### config.mk
export PLATFORM = sky130hd
export DESIGN_NAME = keypad_scanner
export DESIGN_NICKNAME = d
export VERILOG_FILES = /design/src/rtl/keypad_pkg.sv /design/src/rtl/keypad_debounce.sv /design/src/rtl/keypad_scanner.sv
export SDC_FILE = /design/constraint.sdc
export NUM_CORES = 1
export LEC_CHECK = 0
export CORE_MARGIN = 2
export CORE_UTILIZATION = 40
export CTS_BUF_LIST = sky130_fd_sc_hd__clkbuf_8
export DETAILED_ROUTE_END_ITERATION = 8
export PLACE_DENSITY = 0.66
export SYNTH_ARGS = -nofsm -noshare
export SYNTH_HDL_FRONTEND = slang
export SYNTH_SLANG_ARGS = --single-unit
### constraint.sdc
create_clock -name scan_clk -period 5.8 [get_ports scan_clk]
set_clock_uncertainty 0.1 [all_clocks]
set_input_delay 1.16 -clock scan_clk [delete_from_list [all_inputs] [get_ports scan_clk]]
set_output_delay 1.16 -clock scan_clk [all_outputs]
set_load 0.05 [all_outputs]
### src/rtl/keypad_pkg.sv
// Shared helpers for the keypad scanner: code width, key encoding
// and lowest-set-bit priority encoding.
package keypad_pkg;

   function automatic int key_w(input int n);
      int w = 1;
      while ((1 << w) < n) w++;
      return w;
   endfunction

   function automatic int encode(input int row, input int col,
                                 input int cols);
      return row * cols + col;
   endfunction

   function automatic int lowest(input logic [63:0] v);
      int idx = 0;
      for (int i = 63; i >= 0; i--)
         if (v[i]) idx = i;
      return idx;
   endfunction

endpackage

### src/rtl/keypad_debounce.sv
// Whole-matrix debouncer: commits a sweep after DEBOUNCE+1 identical
// sweeps and reports the lowest newly pressed key of that commit.
module keypad_debounce
   import keypad_pkg::*;
#(
   parameter int N        = 16,
   parameter int DEBOUNCE = 2,
   parameter int KEY_W    = 4
) (
   input  logic             scan_clk,
   input  logic             rst_n,
   input  logic [N-1:0]     sweep,
   input  logic             strobe,
   output logic [N-1:0]     committed,
   output logic             press,
   output logic [KEY_W-1:0] press_code
);

   logic [N-1:0] prev;
   logic [N-1:0] fresh;
   logic [3:0]   stable;
   logic [3:0]   stable_nx;
   logic         commit;

   always_comb begin
      stable_nx = stable;
      if (strobe) begin
         if (sweep != prev)
            stable_nx = '0;
         else if (stable != 4'(DEBOUNCE))
            stable_nx = stable + 4'd1;
      end
   end

   // releases update committed but never raise press
   assign fresh      = sweep & ~committed;
   assign commit     = strobe && (stable_nx == 4'(DEBOUNCE))
                       && (sweep != committed);
   assign press      = commit && (|fresh);
   assign press_code = KEY_W'(lowest(64'(fresh)));

   always_ff @(posedge scan_clk) begin
      if (!rst_n) begin
         prev      <= '0;
         stable    <= '0;
         committed <= '0;
      end else begin
         stable <= stable_nx;
         if (strobe) prev <= sweep;
         if (commit) committed <= sweep;
      end
   end

endmodule

### src/rtl/keypad_scanner.sv
// Active-low ROWS x COLS keypad scanner with row synchroniser,
// whole-matrix debounce and a valid/ready press-event register.
module keypad_scanner
   import keypad_pkg::*;
#(
   parameter int ROWS     = 4,
   parameter int COLS     = 4,
   parameter int SCAN_DIV = 4,
   parameter int DEBOUNCE = 2,
   parameter int KEY_W    = key_w(ROWS * COLS)
) (
   input  logic             scan_clk,
   input  logic             rst_n,
   input  logic [ROWS-1:0]  row_n,
   output logic [COLS-1:0]  col_n,
   output logic             keydown,
   output logic [KEY_W-1:0] key,
   output logic             multi,
   output logic             evt_valid,
   input  logic             evt_ready,
   output logic [KEY_W-1:0] evt_code,
   output logic             overrun
);

   localparam int N  = ROWS * COLS;
   localparam int CW = $clog2(COLS);
   localparam int DW = $clog2(SCAN_DIV);

   logic [ROWS-1:0]  sync1;
   logic [ROWS-1:0]  row_s;
   logic             run;
   logic [CW-1:0]    col;
   logic [CW-1:0]    col_nx;
   logic [DW-1:0]    dwell;
   logic [DW-1:0]    dwell_nx;
   logic             last_dwell;
   logic             last_col;
   logic             sweep_end;
   logic [N-1:0]     sweep;
   logic [N-1:0]     sweep_d;
   logic [N-1:0]     committed;
   logic             press;
   logic [KEY_W-1:0] press_code;

   assign last_dwell = dwell == DW'(SCAN_DIV - 1);
   assign last_col   = col == CW'(COLS - 1);
   assign sweep_end  = last_dwell && last_col;

   // run holds the counters still for the first cycle out of reset
   always_comb begin
      col_nx   = col;
      dwell_nx = dwell;
      if (run) begin
         if (last_dwell) begin
            dwell_nx = '0;
            col_nx   = last_col ? '0 : col + 1'b1;
         end else begin
            dwell_nx = dwell + 1'b1;
         end
      end
   end

   always_comb begin
      sweep_d = sweep;
      if (last_dwell)
         for (int r = 0; r < ROWS; r++)
            sweep_d[KEY_W'(encode(r, int'(col), COLS))] = ~row_s[r];
   end

   always_ff @(posedge scan_clk) begin
      if (!rst_n) begin
         sync1 <= '1;
         row_s <= '1;
         run   <= 1'b0;
         col   <= '0;
         dwell <= '0;
         col_n <= '1;
         sweep <= '0;
      end else begin
         sync1 <= row_n;
         row_s <= sync1;
         run   <= 1'b1;
         col   <= col_nx;
         dwell <= dwell_nx;
         col_n <= ~(COLS'(1) << col_nx);
         sweep <= sweep_d;
      end
   end

   keypad_debounce #(
      .N        (N),
      .DEBOUNCE (DEBOUNCE),
      .KEY_W    (KEY_W)
   ) u_debounce (
      .scan_clk   (scan_clk),
      .rst_n      (rst_n),
      .sweep      (sweep_d),
      .strobe     (sweep_end),
      .committed  (committed),
      .press      (press),
      .press_code (press_code)
   );

   assign keydown = |committed;
   assign key     = KEY_W'(lowest(64'(committed)));
   assign multi   = (committed & (committed - N'(1))) != '0;

   always_ff @(posedge scan_clk) begin
      if (!rst_n) begin
         evt_valid <= 1'b0;
         evt_code  <= '0;
         overrun   <= 1'b0;
      end else begin
         overrun <= 1'b0;
         if (press) begin
            if (evt_valid && !evt_ready) begin
               overrun <= 1'b1;
            end else begin
               evt_valid <= 1'b1;
               evt_code  <= press_code;
            end
         end else if (evt_ready) begin
            evt_valid <= 1'b0;
         end
      end
   end

endmodule

After elaboration in Yosys (flattened, before gate mapping):

Cells that the tools add are included.
W data, S select, Z words.

* equal/unequal tests: 7
* add/sub/neg operators: 7
* shifts and indexed selects: 1
* order comparisons: 8
* reduce and logical (&&, ||, !) cells: 17
* muxes and demuxes: 57
* bitwise operators: 9

Operator list (number)
* $mux W4: 35
* $bwmux W16: 4
* $and A16 B16 Y16: 2
* $ne A16 B16 Y1: 2
* $reduce_or A16 Y1: 2
* $lt A4 B6 Y1 const B: 3
* $mux W16: 1
* $not A16 Y16: 1
* $reduce_bool A16 Y1: 1
* $sub A16 B1 Y16 const B: 1
* $demux W1 S4: 3
* $ge A4 B1 Y1 const B: 3
* $logic_and A1 B1 Y1: 9
* $mux W1: 9
* $add A4 B2 Y4 const A: 2
* $mux W2: 4
* $reduce_and A2 Y1: 3
* $lt A2 B5 Y1 const B: 1
* $not A1 Y1: 5
* $add A2 B1 Y2 const B: 2
* $add A3 B2 Y4 const A: 1
* $add A4 B1 Y4 const B: 1
* $eq A2 B2 Y1 const B: 2
* $eq A4 B2 Y1 const B: 1
* 8 further kinds: 8

* word-level logic and storage cells: 119
* bits in registers: 75
* output and inout bits: 16

Longest topological paths before layout:

* depth after elaboration: 26
* gate-level depth with buffers: 14
* depth with buffers taken out: 12

Hierarchy:

A second synthesis with hierarchy kept.

* cells, all modules: 404
* area total of the unflattened synthesis: 3494.6 um^2

By module, submodules not included
* keypad_debounce: seq. area each 720.7 um^2, area each 2212.1 um^2, cells each 257, times used 1
* keypad_scanner: seq. area each 540.5 um^2, area each 1282.5 um^2, cells each 147, times used 1

Worst setup path after synthesis:

OpenSTA, ideal clock, no wires.

* kind: register to output
* start: register u_debounce.committed[1]
* end: output multi
* data required time: 4.540 ns
* setup slack: 2.535 ns
* buffers on the path: 0
* stages on the path, launching flop included: 7
* arrival: 2.005 ns
* cells stage by stage: dfxtp_1 > or4_1 > maj3_1 > o21ai_0 > nand2_1 > o21ai_0 > o21ai_0

* word-level cells in the longest chain between the ends: 3

Ends and longest elaborated chain
* from (decl): RTL line keypad_debounce.sv:14 `output logic [N-1:0] committed,`
* from (signal assigned): RTL line keypad_debounce.sv:50 `if (commit) committed <= sweep;`
* $sub A16 B1 Y16: RTL line keypad_scanner.sv:106 `assign multi = (committed & (committed - N'(1))) != '0;`
* $and A16 B16 Y16 *: RTL line keypad_scanner.sv:106
* $reduce_bool A16 Y1 *: RTL line keypad_scanner.sv:106
* to (decl): RTL line keypad_scanner.sv:18 `output logic multi,`

Mark *: on every way between the ends. The rest lies on a longest branch, timed or not.

Worst setup path after layout:

Ends and elaborated chain as after synthesis.

==> results.md <==
- Across the VDD grid, the largest voltage drop is 0.000158 V.
- The internal portion of the total power is 479 uW.
- The worst endpoint required time is 4540 ps.
- The actual transition at the worst max-transition pin is 702 ps.
- The total area inside the core boundary comes to 5990 sq um.
- Ranked by total cell area, the synthesized netlist is headed by sky130_fd_sc_hd__dfxtp_1 38%, sky130_fd_sc_hd__ha_1 8.0%, sky130_fd_sc_hd__mux2i_1 6.0%, sky130_fd_sc_hd__nor2_1 5.4%, sky130_fd_sc_hd__a21oi_1 4.0%.
- The area share of the largest cell type after synthesis is 37.5%.
- The cell row count is 28.
- The number of antenna violations at the first check in global routing is 0.
- Based on the critical path, the design can be clocked at up to 250 MHz.
- The proportion of layout cells with a drive suffix above 1 is 4.84%.
- The total wirelength of the detailed-routed design is 5150 microns.
- The run finished with clean final reports.
- Net switching is 21.9% of the power.
- Before CTS, the worst setup slack after placement is 1820 ps.
- The cell type with the highest aggregate area in the netlist is sky130_fd_sc_hd__dfxtp_1.
- The maximum buffer depth of the clock tree is 2.
- The area growth from synthesis to layout is 13.6%.
- The total of cells resized after clock tree synthesis is 0.
- The area taken by multi-input logic gates is 1430 sq um.
- The first global-routing pass estimated 8800 microns of wire.
- In this run the count of I/O pins placed on the die edge is 23.
- The relative contribution of the clock network to total power is 41.7%.
- The antenna diode count is 0.
- The area taken by flip-flops and latches is 941 sq um.
- The synthesized design contains 0 enable-type register cells.
- The count of TritonRoute iterations in the first routing pass is 4.
- The total DRC errors in the routed layout is 0.
- The final critical-path setup slack is 1800 ps.
- After filler insertion, the fill cell instance count of the layout stands at 566.
- The relative slew slack is 53.2%.
- The tree is rooted in a sky130_fd_sc_hd__clkbuf_8.
- The initial core utilization is 41.8%.
- The hold violation count in the final report is 0.
- For this design the static power due to leakage is 1.17 nW.
- Buffers added to address setup during post-CTS repair amount to 0.
- The post-place instance area is 2730 sq um.
- The floorplan die area is 6910 sq um.
- At the end of routability-driven placement, the weighted congestion stood at 0.866.
- For this run, the number of Yosys warnings is 0.
- Among all flip-flop cells after synthesis, the most frequent one is sky130_fd_sc_hd__dfxtp_1.
- In this run the worst path has a maximum fanout of 7.
- Entering global routing, the biggest net connects 29 pins.
- The analysis attributes to net switching a power of 134 uW.
- After synthesis the netlist holds a flip-flop and latch count of 47.
- The kind of capture point of the worst setup path is an output pin.
- The clock transition at the registers of the reported paths is 90 ps.
- The max-slew violation count is 0.
- Setup repair after global routing left no endpoint under its margin.
- Counting the buffers created by CTS gives 5.
- The max-cap check violation count is 0.
- Global routing used 15.5% of the available tracks across all layers.
- From left edge to right edge, the die measures 83.2 microns.
- Summed over all failing endpoints, the final setup total negative slack is 0 ps.
- The sequential power share is 54.1%.
- TritonCTS built the clock tree.
- The number of buffers inserted by port buffering is 19.
- Hold repair after CTS inserted 0 buffers.
- The post-synthesis cell type count is 56.
- The area of the mapped netlist is 2510 sq um.
- Counting every instance in the synthesized netlist gives 295.
- At the worst endpoint, the arrival time is 2740 ps.
- Sequential elements use 37.5% of the synthesized area.
- The via count of the routed design is 2026.
- Counting I/O delays and the setup requirement, the final critical path takes 4000 ps.
- The post-synthesis average cell area is 8.50 sq um.
- Setup violations remaining at the end of the flow were counted as 0.
- The sink count of the clock tree is 47.
- The number of nets in the synthesized netlist is 318.
- The die is 83.2 microns tall.
- The half-perimeter wire length after placement is 3750 microns.
- After global routing the overflow that remains totals 0.
- The combinational power share is 4.1%.
- The worst setup path is of the register to output pin kind.
- STA classifies the critical path startpoint as a register.
- After the last flow step, the layout net total stands at 332.
- In this run, the number of DRC markers left after iteration 0 of detailed routing was 158.
- After synthesis, the share of flip-flops with an asynchronous set or reset is 0%.
- Once detail routing completed, the nets flagged for antenna violations numbered 0.
- The clock tree synthesis step divided the H-tree into 2 levels.
- The finished cells cover 2850 sq um.
- The clock latency on the worst-skew pair is 300 ps.
- In this run the power density over the cells is 216 nW/um^2.
- The worst path uses 69.0% of the clock period.
- The worst min-delay path category is register to register.
- The via count of the first global-routing pass was 1919.
- In the final routed layout, each cell accounts on average for 13.4 microns.
- The routed via count divided by cell count is 5.26.
cells in the final DEF (no fill, tap or decap), types with 3 or more instances in the layout:
| cell | n |
|---|---|
| sky130_fd_sc_hd__clkdlybuf4s50_1 | 19 |
| sky130_fd_sc_hd__nand3b_1 | 4 |
| sky130_fd_sc_hd__mux2i_1 | 15 |
| sky130_fd_sc_hd__or3_1 | 4 |
| sky130_fd_sc_hd__a21oi_1 | 20 |
| sky130_fd_sc_hd__nand3_1 | 5 |
| sky130_fd_sc_hd__a211oi_1 | 3 |
| sky130_fd_sc_hd__inv_1 | 15 |
| sky130_fd_sc_hd__xor2_1 | 5 |
| sky130_fd_sc_hd__nand2_1 | 24 |
| sky130_fd_sc_hd__ha_1 | 16 |
| sky130_fd_sc_hd__o21ai_0 | 14 |
| sky130_fd_sc_hd__and2_1 | 7 |
| sky130_fd_sc_hd__nor2_1 | 36 |
| sky130_fd_sc_hd__nor3_1 | 7 |
| sky130_fd_sc_hd__clkbuf_8 | 6 |
| sky130_fd_sc_hd__nor4_1 | 4 |
| sky130_fd_sc_hd__nand2b_1 | 7 |
| sky130_fd_sc_hd__and3_1 | 4 |
| sky130_fd_sc_hd__nor2b_1 | 3 |
| sky130_fd_sc_hd__dfxtp_1 | 47 |
flip-flops by register name, indices dropped and copies added, names as in the netlist:
name,cells
sweep,8
u_debounce.committed,8
u_debounce.prev,8
col_n,4
evt_code,4
u_debounce.stable,4
col,2
dwell,2
row_s,2
sync1,2
evt_valid,1
overrun,1
run,1
Yosys cell counts, drive strengths merged (4+ instances only):
library cell,instances
nand3b,4
inv,17
mux2i,15
dfxtp,47
and3,4
clkbuf,5
nor3,7
nor2,36
o21ai,15
and2,7
xor2,5
nand3,5
nor4,5
nand2,24
buf,8
ha,16
or3,4
a21oi,20
nand2b,7
cell type report:
class                           count  area share (%)
Multi-Input combinational cell    218            50.2
Inverter                           17            2.24
Timing Repair Buffer               20            6.95
Tap cell                           75            3.30
Clock inverter                      2            1.36
Sequential cell                    47            33.1
Clock buffer                        6            2.90
through the flow:
stage / power [mW] / hold slack, ps / instances / utilization (%)
floorplan: 0.359 / 286 / 295 / -
detailed placement: 0.366 / 295 / 377 / 45.5
global placement: 0.365 / 297 / 377 / 45.5
finish: 0.614 / 321 / 385 / 47.5
global route: 0.641 / 339 / 385 / 47.5
CTS: 0.626 / 321 / 385 / 47.5
cell families (layout without fill, tap and decap cells):
family	Yosys count	after routing	share of synthesized area, %
AO/OA/AOI/OAI	56	56	13.9
buffers and inverters	30	45	5.44
adder cells (fa/ha/maj)	17	17	8.39
other	1	1	0.150
flip-flops	47	47	37.5
XOR/XNOR	6	6	2.10
AND/OR/NAND/NOR	123	123	26.5
multiplexers	15	15	5.99
critical path: stages (launching register included):
cell,delay [ps]
sky130_fd_sc_hd__dfxtp_1,370
sky130_fd_sc_hd__or4_1,590
sky130_fd_sc_hd__maj3_1,370
sky130_fd_sc_hd__o21ai_0,150
sky130_fd_sc_hd__nand2_1,60
sky130_fd_sc_hd__o21ai_0,80
sky130_fd_sc_hd__o21ai_0,110
sky130_fd_sc_hd__clkdlybuf4s50_1,710
layer usage:
metal  global-route usage [%]  vias up  share of wire, %
met5                        0        -                 0
met4                     5.37        0               1.7
met3                     3.58        9               2.9
met2                     26.0       29                47
met1                     19.6      938                49
li1                         -     1050                 -
power by group through the flow:
stage | sequential (mW) | clock (mW) | combinational (mW)
after CTS | 0.332 | 0.268 | 0.0258
final | 0.332 | 0.256 | 0.0253
after global routing | 0.333 | 0.279 | 0.0283
after global placement | 0.340 | 0 | 0.0253
after detailed placement | 0.340 | 0 | 0.0257
after floorplan | 0.340 | 0 | 0.0187
final timing paths:
| kind | from | endpoint | slack (ps) | depth (start not counted) |
|---|---|---|---|---|
| worst min-delay path | sync1[1]$_SDFF_PN1_ | row_s[1]$_SDFF_PN1_ | 320 | 1 |
| worst min register to register | sync1[1]$_SDFF_PN1_ | row_s[1]$_SDFF_PN1_ | 320 | 1 |
| worst max register to register | dwell[0]$_SDFFE_PN0P_ | evt_code[3]$_SDFFE_PN0P_ | 1830 | 12 |
| worst max-delay path | u_debounce.committed[1]$_SDFFE_PN0P_ | multi | 1800 | 7 |
Power figures use the tool's default switching activity.
